[src/rtl/mem_access_if.sv]
// Data-memory bus between the MEM stage and a variable-latency memory.
// Request side is registered by the master; the slave strobes dmem_ack once per access.
interface mem_access_if;
    logic        dmem_req;
    logic        dmem_we;
    logic [31:0] dmem_addr;
    logic [3:0]  dmem_be;
    logic [31:0] dmem_wdata;
    logic [31:0] dmem_rdata;
    logic        dmem_ack;

    modport master (
        output dmem_req, dmem_we, dmem_addr, dmem_be, dmem_wdata,
        input  dmem_rdata, dmem_ack
    );

    modport slave (
        input  dmem_req, dmem_we, dmem_addr, dmem_be, dmem_wdata,
        output dmem_rdata, dmem_ack
    );
endinterface

[src/rtl/mem_access.sv]
// MEM stage of the MIPS pipeline: issues one bus access per load/store, stalls
// the pipeline until it completes, formats load data and flags misalignment/timeouts.
module mem_access #(
    parameter int BUS_TIMEOUT = 16
) (
    input  logic         clk,
    input  logic         rst,
    input  logic         MemRead_EX,
    input  logic         MemWrite_EX,
    input  logic [31:0]  Alu_result_EX,
    input  logic [31:0]  Rt_data_EX,
    input  logic [31:0]  Instruction_EX,
    output logic [31:0]  Mem_read_data,
    output logic         Mem_stall,
    output logic         Addr_error,
    output logic         Bus_error,
    mem_access_if.master bus
);
    localparam int CNT_W = $clog2(BUS_TIMEOUT);

    localparam logic [1:0] S_IDLE = 2'd0;
    localparam logic [1:0] S_WAIT = 2'd1;
    localparam logic [1:0] S_DONE = 2'd2;

    localparam logic [1:0] SZ_B = 2'd0;
    localparam logic [1:0] SZ_H = 2'd1;
    localparam logic [1:0] SZ_W = 2'd2;

    logic [1:0]       state_q, state_d;
    logic [CNT_W-1:0] cnt_q, cnt_d;
    logic             req_q, req_d, we_q, we_d;
    logic [31:0]      addr_q, addr_d, wdata_q, wdata_d, rdata_q, rdata_d;
    logic [3:0]       be_q, be_d;
    logic             aerr_q, aerr_d, berr_q, berr_d;
    logic             ld_q, ld_d, lsgn_q, lsgn_d;
    logic [1:0]       lsz_q, lsz_d, off_q, off_d;

    logic [5:0]  op;
    logic        is_wr, is_rd, access, misal, sgn;
    logic [1:0]  sz;
    logic [3:0]  st_be;
    logic [31:0] st_wdata, sh_data, ld_fmt;
    logic        unused_instr;

    assign op           = Instruction_EX[31:26];
    assign unused_instr = ^Instruction_EX[25:0];
    assign is_wr        = MemWrite_EX;
    assign is_rd        = MemRead_EX & ~MemWrite_EX;
    assign access       = is_wr | is_rd;

    // Unknown opcodes fall back to full-word accesses of the requested direction.
    always_comb begin
        sz  = SZ_W;
        sgn = 1'b0;
        if (is_wr) begin
            case (op)
                6'h28:   sz = SZ_B;
                6'h29:   sz = SZ_H;
                default: sz = SZ_W;
            endcase
        end else begin
            case (op)
                6'h20:   begin sz = SZ_B; sgn = 1'b1; end
                6'h21:   begin sz = SZ_H; sgn = 1'b1; end
                6'h24:   sz = SZ_B;
                6'h25:   sz = SZ_H;
                default: sz = SZ_W;
            endcase
        end
    end

    assign misal = ((sz == SZ_H) && Alu_result_EX[0]) ||
                   ((sz == SZ_W) && (Alu_result_EX[1:0] != 2'b00));

    always_comb begin
        case (sz)
            SZ_B: begin
                st_be    = 4'b0001 << Alu_result_EX[1:0];
                st_wdata = {4{Rt_data_EX[7:0]}};
            end
            SZ_H: begin
                st_be    = Alu_result_EX[1] ? 4'b1100 : 4'b0011;
                st_wdata = {2{Rt_data_EX[15:0]}};
            end
            default: begin
                st_be    = 4'b1111;
                st_wdata = Rt_data_EX;
            end
        endcase
    end

    // Shift the addressed lane down to bit 0, then extend.
    assign sh_data = bus.dmem_rdata >> {off_q, 3'b000};
    always_comb begin
        case (lsz_q)
            SZ_B:    ld_fmt = {{24{lsgn_q & sh_data[7]}}, sh_data[7:0]};
            SZ_H:    ld_fmt = {{16{lsgn_q & sh_data[15]}}, sh_data[15:0]};
            default: ld_fmt = sh_data;
        endcase
    end

    always_comb begin
        state_d = state_q;
        cnt_d   = cnt_q;
        req_d   = req_q;
        we_d    = we_q;
        addr_d  = addr_q;
        be_d    = be_q;
        wdata_d = wdata_q;
        rdata_d = rdata_q;
        aerr_d  = 1'b0;
        berr_d  = 1'b0;
        ld_d    = ld_q;
        lsz_d   = lsz_q;
        lsgn_d  = lsgn_q;
        off_d   = off_q;
        case (state_q)
            S_IDLE: begin
                if (access && misal) begin
                    aerr_d = 1'b1;
                    if (is_rd) rdata_d = 32'h0;
                end else if (access) begin
                    req_d   = 1'b1;
                    we_d    = is_wr;
                    addr_d  = {Alu_result_EX[31:2], 2'b00};
                    be_d    = is_wr ? st_be : 4'b1111;
                    wdata_d = st_wdata;
                    ld_d    = is_rd;
                    lsz_d   = sz;
                    lsgn_d  = sgn;
                    off_d   = Alu_result_EX[1:0];
                    cnt_d   = '0;
                    state_d = S_WAIT;
                end
            end
            S_WAIT: begin
                if (bus.dmem_ack) begin
                    req_d   = 1'b0;
                    if (ld_q) rdata_d = ld_fmt;
                    state_d = S_DONE;
                end else if (cnt_q == CNT_W'(BUS_TIMEOUT - 1)) begin
                    req_d   = 1'b0;
                    berr_d  = 1'b1;
                    if (ld_q) rdata_d = 32'h0;
                    state_d = S_DONE;
                end else begin
                    cnt_d = cnt_q + CNT_W'(1);
                end
            end
            S_DONE:  state_d = S_IDLE;
            default: state_d = S_IDLE;
        endcase
    end

    always_ff @(posedge clk or negedge rst) begin
        if (!rst) begin
            state_q <= S_IDLE;
            cnt_q   <= '0;
            req_q   <= 1'b0;
            we_q    <= 1'b0;
            addr_q  <= 32'h0;
            be_q    <= 4'h0;
            wdata_q <= 32'h0;
            rdata_q <= 32'h0;
            aerr_q  <= 1'b0;
            berr_q  <= 1'b0;
            ld_q    <= 1'b0;
            lsz_q   <= SZ_W;
            lsgn_q  <= 1'b0;
            off_q   <= 2'b00;
        end else begin
            state_q <= state_d;
            cnt_q   <= cnt_d;
            req_q   <= req_d;
            we_q    <= we_d;
            addr_q  <= addr_d;
            be_q    <= be_d;
            wdata_q <= wdata_d;
            rdata_q <= rdata_d;
            aerr_q  <= aerr_d;
            berr_q  <= berr_d;
            ld_q    <= ld_d;
            lsz_q   <= lsz_d;
            lsgn_q  <= lsgn_d;
            off_q   <= off_d;
        end
    end

    // Stall is masked during reset so the pipeline sees a clean idle stage.
    assign Mem_stall = rst & (((state_q == S_IDLE) & access & ~misal) | (state_q == S_WAIT));

    assign Mem_read_data  = rdata_q;
    assign Addr_error     = aerr_q;
    assign Bus_error      = berr_q;
    assign bus.dmem_req   = req_q;
    assign bus.dmem_we    = we_q;
    assign bus.dmem_addr  = addr_q;
    assign bus.dmem_be    = be_q;
    assign bus.dmem_wdata = wdata_q;
endmodule

[src/flat_wrapper.sv]
// flat-port wrapper written by rule: the top's interface ports become plain ports
module mem_access_flat 
#(
    parameter int BUS_TIMEOUT = 16
)
  (clk, rst, MemRead_EX, MemWrite_EX, Alu_result_EX, Rt_data_EX, Instruction_EX, Mem_read_data, Mem_stall, Addr_error, Bus_error, bus_dmem_req, bus_dmem_we, bus_dmem_addr, bus_dmem_be, bus_dmem_wdata, bus_dmem_rdata, bus_dmem_ack);
  mem_access_if bus_i ();
  input  logic clk;
  input  logic rst;
  input  logic MemRead_EX;
  input  logic MemWrite_EX;
  input  logic [31:0] Alu_result_EX;
  input  logic [31:0] Rt_data_EX;
  input  logic [31:0] Instruction_EX;
  output logic [31:0] Mem_read_data;
  output logic Mem_stall;
  output logic Addr_error;
  output logic Bus_error;
  output wire logic [$bits(bus_i.dmem_req)-1:0] bus_dmem_req;
  output wire logic [$bits(bus_i.dmem_we)-1:0] bus_dmem_we;
  output wire logic [$bits(bus_i.dmem_addr)-1:0] bus_dmem_addr;
  output wire logic [$bits(bus_i.dmem_be)-1:0] bus_dmem_be;
  output wire logic [$bits(bus_i.dmem_wdata)-1:0] bus_dmem_wdata;
  input wire logic [$bits(bus_i.dmem_rdata)-1:0] bus_dmem_rdata;
  input wire logic [$bits(bus_i.dmem_ack)-1:0] bus_dmem_ack;
  assign bus_dmem_req = bus_i.dmem_req;
  assign bus_dmem_we = bus_i.dmem_we;
  assign bus_dmem_addr = bus_i.dmem_addr;
  assign bus_dmem_be = bus_i.dmem_be;
  assign bus_dmem_wdata = bus_i.dmem_wdata;
  assign bus_i.dmem_rdata = bus_dmem_rdata;
  assign bus_i.dmem_ack = bus_dmem_ack;
  mem_access #(.BUS_TIMEOUT(BUS_TIMEOUT)) u_core (.clk(clk), .rst(rst), .MemRead_EX(MemRead_EX), .MemWrite_EX(MemWrite_EX), .Alu_result_EX(Alu_result_EX), .Rt_data_EX(Rt_data_EX), .Instruction_EX(Instruction_EX), .Mem_read_data(Mem_read_data), .Mem_stall(Mem_stall), .Addr_error(Addr_error), .Bus_error(Bus_error), .bus(bus_i));
endmodule
[config.mk]
export PLATFORM = sky130hd
export DESIGN_NAME = mem_access_flat
export DESIGN_NICKNAME = d
export VERILOG_FILES = /design/src/rtl/mem_access_if.sv /design/src/rtl/mem_access.sv /design/src/flat_wrapper.sv
export SDC_FILE = /design/constraint.sdc
export NUM_CORES = 1
export LEC_CHECK = 0
export CAP_MARGIN = 20
export CORE_MARGIN = 4
export CORE_UTILIZATION = 42
export CTS_BUF_LIST = sky130_fd_sc_hd__clkbuf_2 sky130_fd_sc_hd__clkbuf_4 sky130_fd_sc_hd__clkbuf_8
export DETAILED_ROUTE_END_ITERATION = 7
export GPL_TIMING_DRIVEN = 0
export PLACE_DENSITY = 0.8
export SETUP_SLACK_MARGIN = 0.5
export SLEW_MARGIN = 20
export SYNTH_ARGS = -nofsm -noshare
export SYNTH_HDL_FRONTEND = slang
export SYNTH_SLANG_ARGS = --single-unit
[constraint.sdc]
create_clock -name clk -period 3 [get_ports clk]
set_clock_uncertainty 0.2 [all_clocks]
set_input_delay 0.45 -clock clk [delete_from_list [all_inputs] [get_ports clk]]
set_output_delay 0.45 -clock clk [all_outputs]
set_load 0.02 [all_outputs]
==> results.md <==
* Vias in the first global route at around 5300
* Nets at approximately 930
* Storage cell area at 2850 sq um
* Final instance area at between 8000 and 9000 sq um
* FF-to-FF End: u_core.Mem_read_data[17]$_DFFE_PN0P_
* Diodes inserted at 0
* Tot GR Track Use at 23.7%
* Post-DP Area at 7750 sq um
* Total grt overflow at 0
* Top-area cell type share of the netlist area at a little over half
* Largest stage delay on the critical path at 0.40 ns
* Yosys cell types at 45
* RSZ-0062 raised after global routing: yes
* FF-to-FF setup slack at 0.58 ns
* Tightest Pin Transition at 0.608 ns
* Cell accounting for the most synthesized area: dfrtp_1
* Power Total at 5.44 mW
* Fin Setup TNS at 0 ns
* TritonCTS clock tree: built
* CP max FO at 3
* Simple-Gate Fraction of Synth Area at 18.6%
* Crit Path Category: input port to primary output
* Ys async rst share at 100%
* HP Class: input port to flip-flop
* Chip width at 121 um
* Avg Cell Area, Syn at slightly below 10 sq um
* Post-synth EDFFs at 0
* Leakage at approximately 3.7 nW
* Outcome: complete, no violations
* Initial core utilization at 42.8%
* I/O pins at 238
* Initial antenna violation count at 1
* Max Fclk at between 300 and 400 MHz
* Delay-heaviest family, CP: compound AO/OA/AOI/OAI gates
* Synth Flop Type: dfrtp_1
* Antenna-violating nets left at 0
* Clk slew on worst S/H paths at roughly 0.06 ns
* Synth top area cells: dfrtp_1 (52%), nand2_1 (11%), mux2i_1 (6.1%), mux2_2 (5.0%), a21oi_1 (3.2%)
* Worst Path Required at between 2 and 2.5 ns
* Combinational family with the most area after synthesis: simple AND/OR/NAND/NOR gates
* Area occupied by multi-input gates at ~2300 sq um
* Fin crit period at 2.59 ns
* Worst slew margin at 59.5%
* DRT Pass-1 Iters at 5
* XOR/XNOR Fraction of Synth Area at less than 1%
* CTS Buf Count at 17
* Post-Synth Adder-Cell Area at 0.231%
* Share of layout cells above drive strength 1 at roughly an eighth
* H-Tree Level Count at 4
* Final Util at 65.1%
* First-pass GRT wire length at between 20000 and 30000 um
* Hold EP: u_core.lsgn_q$_DFFE_PN0P_
* Crit path cell chain: buf_6, or3b_4, a211o_1, a221o_1, clkbuf_8, a21boi_4, buf_6
* Pwr dens at 663 nW/um^2
* Final setup fails at 0
* Total die area at around 15000 sq um
* Buf/Inv on CP at 3
* Fillers at around 1000
* Worst R2R Path Depth at 5
* Register bit count reported by yosys at 114
* Commonest cells in the netlist: nand2_1 (158), dfrtp_1 (113), a21oi_1 (35)
* Seq/Total Area, Yosys at 52.8%
* Final Wtd Congestion at 1.02
* Post-DR wirelength/cell at 17.6 um
* Pin count of the biggest net entering global routing at 81
* Core ar. at 12600 sq um
* FP Rows at a little over 40
* Synth Cell Area at about 5400 sq um
* Root Driver: clkbuf_8
* Hold_ws at 0.0767 ns
* Die H at around 120 um
* Startpoint types: input port
* Worst-skew pair later-pin latency at 0.43 ns
* Most frequent cell after synthesis: nand2_1
* Vias at just over 5000
* Crit Reg-Reg Startpoint: u_core.state_q[0]$_DFFE_PN0P_
* Post-synthesis compound-gate area fraction at 12.4%
* Total Wirelength at approximately 17000 um
* Via density at about 5.3
* Area grow syn2layout at 51.9%
* Hold path cells at 2
* Final Max Slew Viols at 0
* Buffers on Ports at 208
* DRC Markers at 0
* Max cap viols at 0
* Fin. Hold Viols at 0
* Post-Syn Instances at 562
* Cell mode on critical path: buf_6
* Hold_sp: Instruction_EX[28]
* Warnings from Yosys at 0
* Post-synthesis mux area share at 11.5%
* DR iter-0 viols at between 300 and 400
* Deepest clock path buffer count at 2
* Crit share post-route at 86.2%
* Slowest cell on crit path: or3b_4
* VDD IR max at approximately 0.00043 V
* Hpwl dp at 13200 um
* Worst Path Arrival at 1.94 ns
* Clock Sinks at about 110
* Critical Path Sink Type: primary output
[stage by stage]
| stage | instances | worst slack [ns] |
|---|---|---|
| 5_1_grt | 983 | 0.364 |
| 3_3_place_gp | 943 | -3.46 |
| 6_report | 983 | 0.413 |
| 4_1_cts | 982 | 0.362 |
| 2_1_floorplan | 563 | 0.498 |
| 3_5_place_dp | 944 | -0.582 |
[power breakdown]
part | switching (mW) | internal [mW] | leakage (nW) | total, mW
Clock | 0.593 | 0.830 | 0.212 | 1.42
Sequential | 0.184 | 1.86 | 1.45 | 2.04
Combinational | 1.05 | 0.934 | 2.06 | 1.98
Total | 1.82 | 3.62 | 3.72 | 5.44
[cells in the final DEF, fill, tap and decap left out, types with 2 or more instances in the layout]
master,synthesis,routed
clkbuf_8,0,25
buf_6,0,3
buf_4,8,15
clkbuf_2,0,2
conb_1,1,2
a211oi_1,14,14
o22a_1,4,4
or2_2,3,3
o21ai_0,24,23
inv_1,8,8
a221o_1,8,8
clkdlybuf4s50_1,0,199
nor2_1,26,25
a21oi_1,35,35
mux2i_1,33,33
mux2_2,24,24
dfrtp_1,113,113
buf_2,15,18
a31oi_1,9,9
nand3b_1,10,10
nand2_1,158,158
nor2b_1,11,11
clkbuf_4,0,3
clkbuf_1,15,14
nand3_1,15,15
clkinv_2,0,3
[sequential cells by signal (all words and copies together) (netlist names)]
signal,cells
u_core.Bus_error,1
u_core.state_q,2
u_core.ld_q,1
u_core.bus.dmem_wdata,32
u_core.bus.dmem_we,1
u_core.lsgn_q,1
u_core.bus.dmem_be,4
u_core.bus.dmem_req,1
u_core.Mem_read_data,32
u_core.bus.dmem_addr,30
u_core.Addr_error,1
u_core.off_q,2
u_core.lsz_q,2
u_core.cnt_q,4
[final cells by class]
class / instances / share of cell area, %
tap: 172 / 2.62
multi-input combinational: 401 / 28.6
timing repair buffer: 217 / 26.3
sequential: 114 / 34.8
inverter: 8 / 0.366
clock buffer: 27 / 4.30
clock inverter: 4 / 0.548
buffer: 40 / 2.56
[cell families (layout without fill, tap and decap cells)]
logic type	Yosys count	after routing
other cells	1	2
mux	58	58
xor+xnor	1	1
buf+inv	48	296
flops	114	114
compound gates	105	105
fa+ha+maj	1	1
simple gates	234	234
[routing by layer]
| layer | GRT usage, % | part of all wire, % |
|---|---|---|
| met5 | 0 | 0.046 |
| met3 | 6.76 | 8.2 |
| met2 | 39.2 | 48 |
| met4 | 11.1 | 3.9 |
| met1 | 28.5 | 40 |
[worst reg2reg max path, stage by stage, from the launching register on]
cell     delay [ns]
dfrtp_1        0.42
nor4b_1        0.53
a32oi_1        0.18
nand2_1        0.25
buf_2          0.36
mux2_2         0.37
[worst max-delay path by stage]
stage | from | end | depth (start not counted)
6_report | Instruction_EX[30] | Mem_stall | 7
5_1_grt | Instruction_EX[30] | Mem_stall | 7
4_1_cts | Instruction_EX[30] | Mem_stall | 7
3_5_place_dp | MemWrite_EX | Mem_stall | 7
3_3_place_gp | rst | Mem_stall | 3
2_1_floorplan | Instruction_EX[27] | Mem_stall | 5
[what timing repair did]
| item | in CTS | in global routing |
|---|---|---|
| endpoints found under the hold margin | 34 | 0 |
| hold buffers | 1 | 0 |
| pin swaps | 5 | 3 |
| resized for setup | 26 | 6 |
| endpoints found under the setup margin | 5 | 33 |
| buffers inserted | 6 | 1 |
Note: power is estimated with default switching activity, not from simulation.
